$ cat src/rtl/dmem_arbiter.sv
// ---------------------------------------------------------------------------
// dmem_arbiter
//
// Two-port arbiter and access sequencer placed in front of the 256-byte,
// word-wide data memory. Port 0 is the core load/store stage and port 1 is
// the debug/loader path. One request is granted at a time with round-robin
// priority. Each grant runs through a fixed three-cycle sequence:
// grant (IDLE) -> memory strobe (ACCESS) -> response pulse (DONE).
//
// Ports:
//   clk, rst_n        clock (rising edge) and async active-low reset
//   reqN_valid        request present on port N
//   reqN_ready        request accepted on this edge when high with valid
//   reqN_we           1 = store, 0 = load
//   reqN_addr         byte address of the word
//   reqN_wdata        store data
//   rspN_valid        one-cycle response pulse for port N
//   rspN_rdata        load data while rspN_valid, 0 otherwise
//   rspN_err          request rejected (misaligned / out of range)
//   mem_addr          registered memory address, 0 outside ACCESS
//   mem_wr_data       registered memory write data, 0 outside ACCESS
//   mem_wr, mem_rd    registered, mutually exclusive memory strobes
//   mem_rd_data       combinational read data from memory
// ---------------------------------------------------------------------------
module dmem_arbiter #(
    parameter int MEM_BYTES = 256
) (
    input  logic        clk,
    input  logic        rst_n,

    input  logic        req0_valid,
    output logic        req0_ready,
    input  logic        req0_we,
    input  logic [31:0] req0_addr,
    input  logic [31:0] req0_wdata,

    input  logic        req1_valid,
    output logic        req1_ready,
    input  logic        req1_we,
    input  logic [31:0] req1_addr,
    input  logic [31:0] req1_wdata,

    output logic        rsp0_valid,
    output logic [31:0] rsp0_rdata,
    output logic        rsp0_err,

    output logic        rsp1_valid,
    output logic [31:0] rsp1_rdata,
    output logic        rsp1_err,

    output logic [31:0] mem_addr,
    output logic [31:0] mem_wr_data,
    output logic        mem_wr,
    output logic        mem_rd,
    input  logic [31:0] mem_rd_data
);

    // Highest byte address at which a full word still fits in the memory.
    localparam logic [31:0] ADDR_MAX = 32'(MEM_BYTES - 4);

    typedef enum logic [1:0] {
        IDLE,
        ACCESS,
        DONE
    } state_t;

    state_t      state;
    state_t      next_state;

    logic        last_gnt;
    logic        gnt;
    logic        we_q;
    logic        err_q;
    logic [31:0] rdata_q;

    logic        grant0;
    logic        grant1;
    logic        req_we;
    logic [31:0] req_addr;
    logic [31:0] req_wdata;
    logic        req_err;
    logic [31:0] rsp_data;

    // Round-robin choice between the two ports. A lone valid always wins;
    // on a conflict the port that was not granted last time goes first.
    // These are only candidates: they turn into grants in IDLE.
    always_comb begin
        grant0 = req0_valid && (!req1_valid || last_gnt);
        grant1 = req1_valid && (!req0_valid || !last_gnt);
    end

    // Steer the winning port's request fields and check the address. An
    // illegal address is still granted so the requester gets an error
    // response rather than stalling forever.
    always_comb begin
        req_we    = grant1 ? req1_we    : req0_we;
        req_addr  = grant1 ? req1_addr  : req0_addr;
        req_wdata = grant1 ? req1_wdata : req0_wdata;
        req_err   = (req_addr[1:0] != 2'b00) || (req_addr > ADDR_MAX);
    end

    // State register. Reset drops straight back to IDLE, abandoning any
    // transaction in flight without a response.
    always_ff @(posedge clk or negedge rst_n) begin
        if (!rst_n) begin
            state <= IDLE;
        end else begin
            state <= next_state;
        end
    end

    // Next-state logic and ready generation. Readies exist only in IDLE and
    // are held low while reset is asserted so nothing looks accepted then.
    always_comb begin
        next_state = state;
        req0_ready = 1'b0;
        req1_ready = 1'b0;
        case (state)
            IDLE: begin
                req0_ready = grant0 && rst_n;
                req1_ready = grant1 && rst_n;
                if (grant0 || grant1) begin
                    next_state = ACCESS;
                end
            end
            ACCESS: next_state = DONE;
            DONE:   next_state = IDLE;
            default: next_state = IDLE;
        endcase
    end

    // Transaction registers and memory-side outputs. The memory bus is
    // loaded on the grant edge so address, data and strobe are all stable
    // for the whole ACCESS cycle, and cleared on the edge leaving ACCESS.
    // Because they are reset asynchronously, a reset in ACCESS kills the
    // strobe immediately.
    always_ff @(posedge clk or negedge rst_n) begin
        if (!rst_n) begin
            last_gnt    <= 1'b1;
            gnt         <= 1'b0;
            we_q        <= 1'b0;
            err_q       <= 1'b0;
            rdata_q     <= '0;
            mem_addr    <= '0;
            mem_wr_data <= '0;
            mem_wr      <= 1'b0;
            mem_rd      <= 1'b0;
        end else begin
            case (state)
                IDLE: begin
                    if (grant0 || grant1) begin
                        gnt         <= grant1;
                        last_gnt    <= grant1;
                        we_q        <= req_we;
                        err_q       <= req_err;
                        mem_addr    <= req_addr;
                        mem_wr_data <= req_wdata;
                        mem_wr      <= req_we && !req_err;
                        mem_rd      <= !req_we && !req_err;
                    end
                end
                ACCESS: begin
                    if (mem_rd) begin
                        rdata_q <= mem_rd_data;
                    end
                    mem_addr    <= '0;
                    mem_wr_data <= '0;
                    mem_wr      <= 1'b0;
                    mem_rd      <= 1'b0;
                end
                default: begin
                end
            endcase
        end
    end

    // Response pulse in DONE, routed to the granted port only. Read data is
    // forced to zero for stores and rejected requests, since rdata_q may
    // hold a stale value from an earlier load.
    always_comb begin
        rsp_data   = (!we_q && !err_q) ? rdata_q : '0;
        rsp0_valid = (state == DONE) && !gnt;
        rsp1_valid = (state == DONE) && gnt;
        rsp0_rdata = rsp0_valid ? rsp_data : '0;
        rsp1_rdata = rsp1_valid ? rsp_data : '0;
        rsp0_err   = rsp0_valid && err_q;
        rsp1_err   = rsp1_valid && err_q;
    end

endmodule

$ cat config.mk
export PLATFORM = sky130hd
export DESIGN_NAME = dmem_arbiter
export DESIGN_NICKNAME = d
export VERILOG_FILES = /design/src/rtl/dmem_arbiter.sv
export SDC_FILE = /design/constraint.sdc
export NUM_CORES = 1
export LEC_CHECK = 0
export ABC_AREA = 1
export CORE_ASPECT_RATIO = 1.5
export CORE_MARGIN = 2
export CORE_UTILIZATION = 39
export DETAILED_ROUTE_END_ITERATION = 10
export PLACE_DENSITY = 0.82
export SETUP_SLACK_MARGIN = 0.15
export SLEW_MARGIN = 40
export SYNTH_ARGS = -nofsm -noshare
export SYNTH_HDL_FRONTEND = slang
export SYNTH_SLANG_ARGS = --single-unit
$ cat constraint.sdc
create_clock -name clk -period 2.3 [get_ports clk]
set_clock_uncertainty 0.1 [all_clocks]
set_input_delay 0.46 -clock clk [delete_from_list [all_inputs] [get_ports clk]]
set_output_delay 0.46 -clock clk [all_outputs]
set_load 0.01 [all_outputs]
==> results.md <==
* Via count at 5524
* Slew HR at 0.532
* Pin count of the biggest net entering global routing at 55
* Antenna cells at 0
* Slew @ Worst Pin at 0.703 ns
* Finish-stage setup viols at 0
* FF-to-FF End: mem_wr
* Period Utilization, post-route at 0.939
* Status: finished, final reports clean
* I/O Pins at 302
* Synth Cell Area at 5220 µm²
* DP HPWL at approximately 13000 µm
* Vias in the first global route at 5575
* Crit-path max FO at 9
* Post-Synthesis Cells at ~630
* Commonest non-fill, non-tap cell in the layout: clkdlybuf4s50_1
* Total GRT Usage at 0.251
* Critical path endpoint category: output pin
* Row count at 51
* Clock Path Buffers at 2
* Crit path DAT at 1.60 ns
* 1st-pass router iterations at 6
* TritonCTS buffer count at 9
* Netlist cell types at 25
* Final core occ at 0.692
* Pre-CTS setup slack at -0.103 ns
* 1st-iter DRT viols at 195
* DRC viols at 0
* Routed len/inst at 16.9 µm
* Critical Path RT at 1.74 ns
* Antenna violations before repair at 0
* Slew Limit Fails at 0
* Setup CP Type: reg -> out
* Die height at 146 µm
* Avg Cell Area, Syn at 8.33 µm²
* Hold Fails Final Rpt at 0
* Seq/Total Area, Yosys at 0.499
* Port Buffers at 301
* Max-cap violations at 0
* Starting Density at 0.401
* First-pass GRT wire length at 28700 µm
* Die area at 14300 µm²
* Final WS setup at 0.141 ns
* RR Startpoint: state[0]
* Maximum VDD drop at 0.000831 V
* P per Cell Area at 947 nW/µm²
* Global route overflow at 0
* Max incr delay on CP at 0.37 ns
* HP Class: in -> async
* # fillers at 1008
* Root Buffer Master: clkbuf_16
* DR vias/cell at 5.04
* Unrepaired setup endpoints after global routing: true
* Most frequent cells in the layout: 229 x clkdlybuf4s50_1, 127 x nand2_1, 103 x dfrtp_1
* Tmin final at 2.16 ns
* Final ANT Viol Nets at 0
* Synth Warn # at 0
* Worst-Skew Late Latency at 0.34 ns
* Placer Congestion at 0.875
* Register bit total from synthesis at 104
* Reg2reg setup slack at 0.41 ns
* Final wirelength at 18500 µm
* Clock sinks at 104
* Core area at 13000 µm²
* CTS H-tree depth at 3
* Final setup TNS at 0 ns
* Cts hold-fix bufs at 0
* CP Launch Type: flop
* Synth-to-Final Area Change at 72.6%
* Reg2Reg Depth at 10
* Layout cells sized above 1 at 0.194
* Worst path cell trace: inv_2 > nor3_2 > buf_4 > inv_6 > buf_12 > nor3_1 > buf_2
* Die Wd at roughly 98 µm
* Reg clk slew, reported paths at 0.07 ns
* CTS tree: built
* CP max stage cell: dfrtp_1
* Syn_nets at 793
* Fmax at 463 MHz
* Fin nets at 1097
* Leakage at 4.31 nW
==> flip-flops by register name, indices dropped and copies added, names as in the netlist <==
signal	cells
gnt	1
state	2
mem_rd	1
mem_wr	1
mem_addr	32
we_q	1
rdata_q	32
mem_wr_data	32
err_q	1
last_gnt	1
==> logic make-up (layout without fill, tap and decap cells) <==
family / Yosys count / count (layout) / share of synthesized area
AO/OA/AOI/OAI: 99 / 99 / 0.103
flip-flops: 104 / 104 / 0.499
AND/OR/NAND/NOR: 281 / 281 / 0.237
buffers and inverters: 104 / 413 / 0.0870
multiplexers: 39 / 39 / 0.0748
==> synth_stat cells, drive strengths merged <==
cell type,number,area [µm²]
nand2,131,504
dfrtp,103,2580
nor3,67,335
inv,59,221
o21ai,56,280
nor2,51,194
mux2i,39,390
a21oi,32,160
clkbuf,23,93.8
buf,22,139
nand3b,16,120
nand3,14,70.1
a22o,10,87.6
dfstp,1,26.3
nand4,1,6.26
o21a,1,7.51
or2,1,6.26
==> per-layer routing <==
metal	track usage	wire length, µm	vias up
met5	0	0	-
met4	0.0904	601	0
met3	0.0495	1050	39
met2	0.457	10000	219
met1	0.289	6860	2614
li1	-	-	2652
==> critical path: cells and delay by family, from the launching register on <==
family	cells	cell delay, ns
buffers and inverters	5	0.59
DFF	1	0.37
and+or+nand+nor	2	0.29
==> worst max path at each step <==
stage	startpoint	endpoint	slack, ns
2_1_floorplan	state[1]	rsp1_rdata[22]	0.31
3_3_place_gp	req0_valid	req1_ready	-0.08
6_report	state[1]	rsp0_rdata[26]	0.14
4_1_cts	state[0]	rsp0_rdata[7]	0.06
3_5_place_dp	req0_valid	req1_ready	-0.10
5_1_grt	state[1]	rsp0_rdata[28]	0.04
==> power by group <==
part	internal [mW]	switching (mW)
clock	1.02	0.664
combinational	2.01	2.13
sequential	2.40	0.319
total	5.42	3.11
==> layout make-up <==
type	count	area [µm²]	share of cell area
sequential	104	2600	0.289
multi-input combinational	419	2470	0.275
inverter	59	229	0.0254
tap	159	199	0.0221
clock inverter	4	76.3	0.00847
clock buffer	12	256	0.0285
timing repair buffer	338	3170	0.352
==> timing repair <==
item / 4_1_cts / 5_1_grt
gates resized for setup: 304 / 52
setup buffers: 0 / 2
setup endpoints to repair: 70 / 67
endpoints found under the hold margin: 0 / 0
gates cloned: 4 / 1
pin swaps: 0 / 2
==> per-stage QoR <==
stage               area [µm²]  power [mW]  hold slack, ns  instances
finish                    9010        8.53           0.192       1095
global route              9010        9.01           0.252       1095
CTS                       8770        8.43           0.200       1092
detailed placement        8540        6.52           0.372       1072
global placement          8540        6.45           0.365       1072
floorplan                 5220        4.38          0.0644        627
Note: power is estimated with default switching activity, not from simulation.
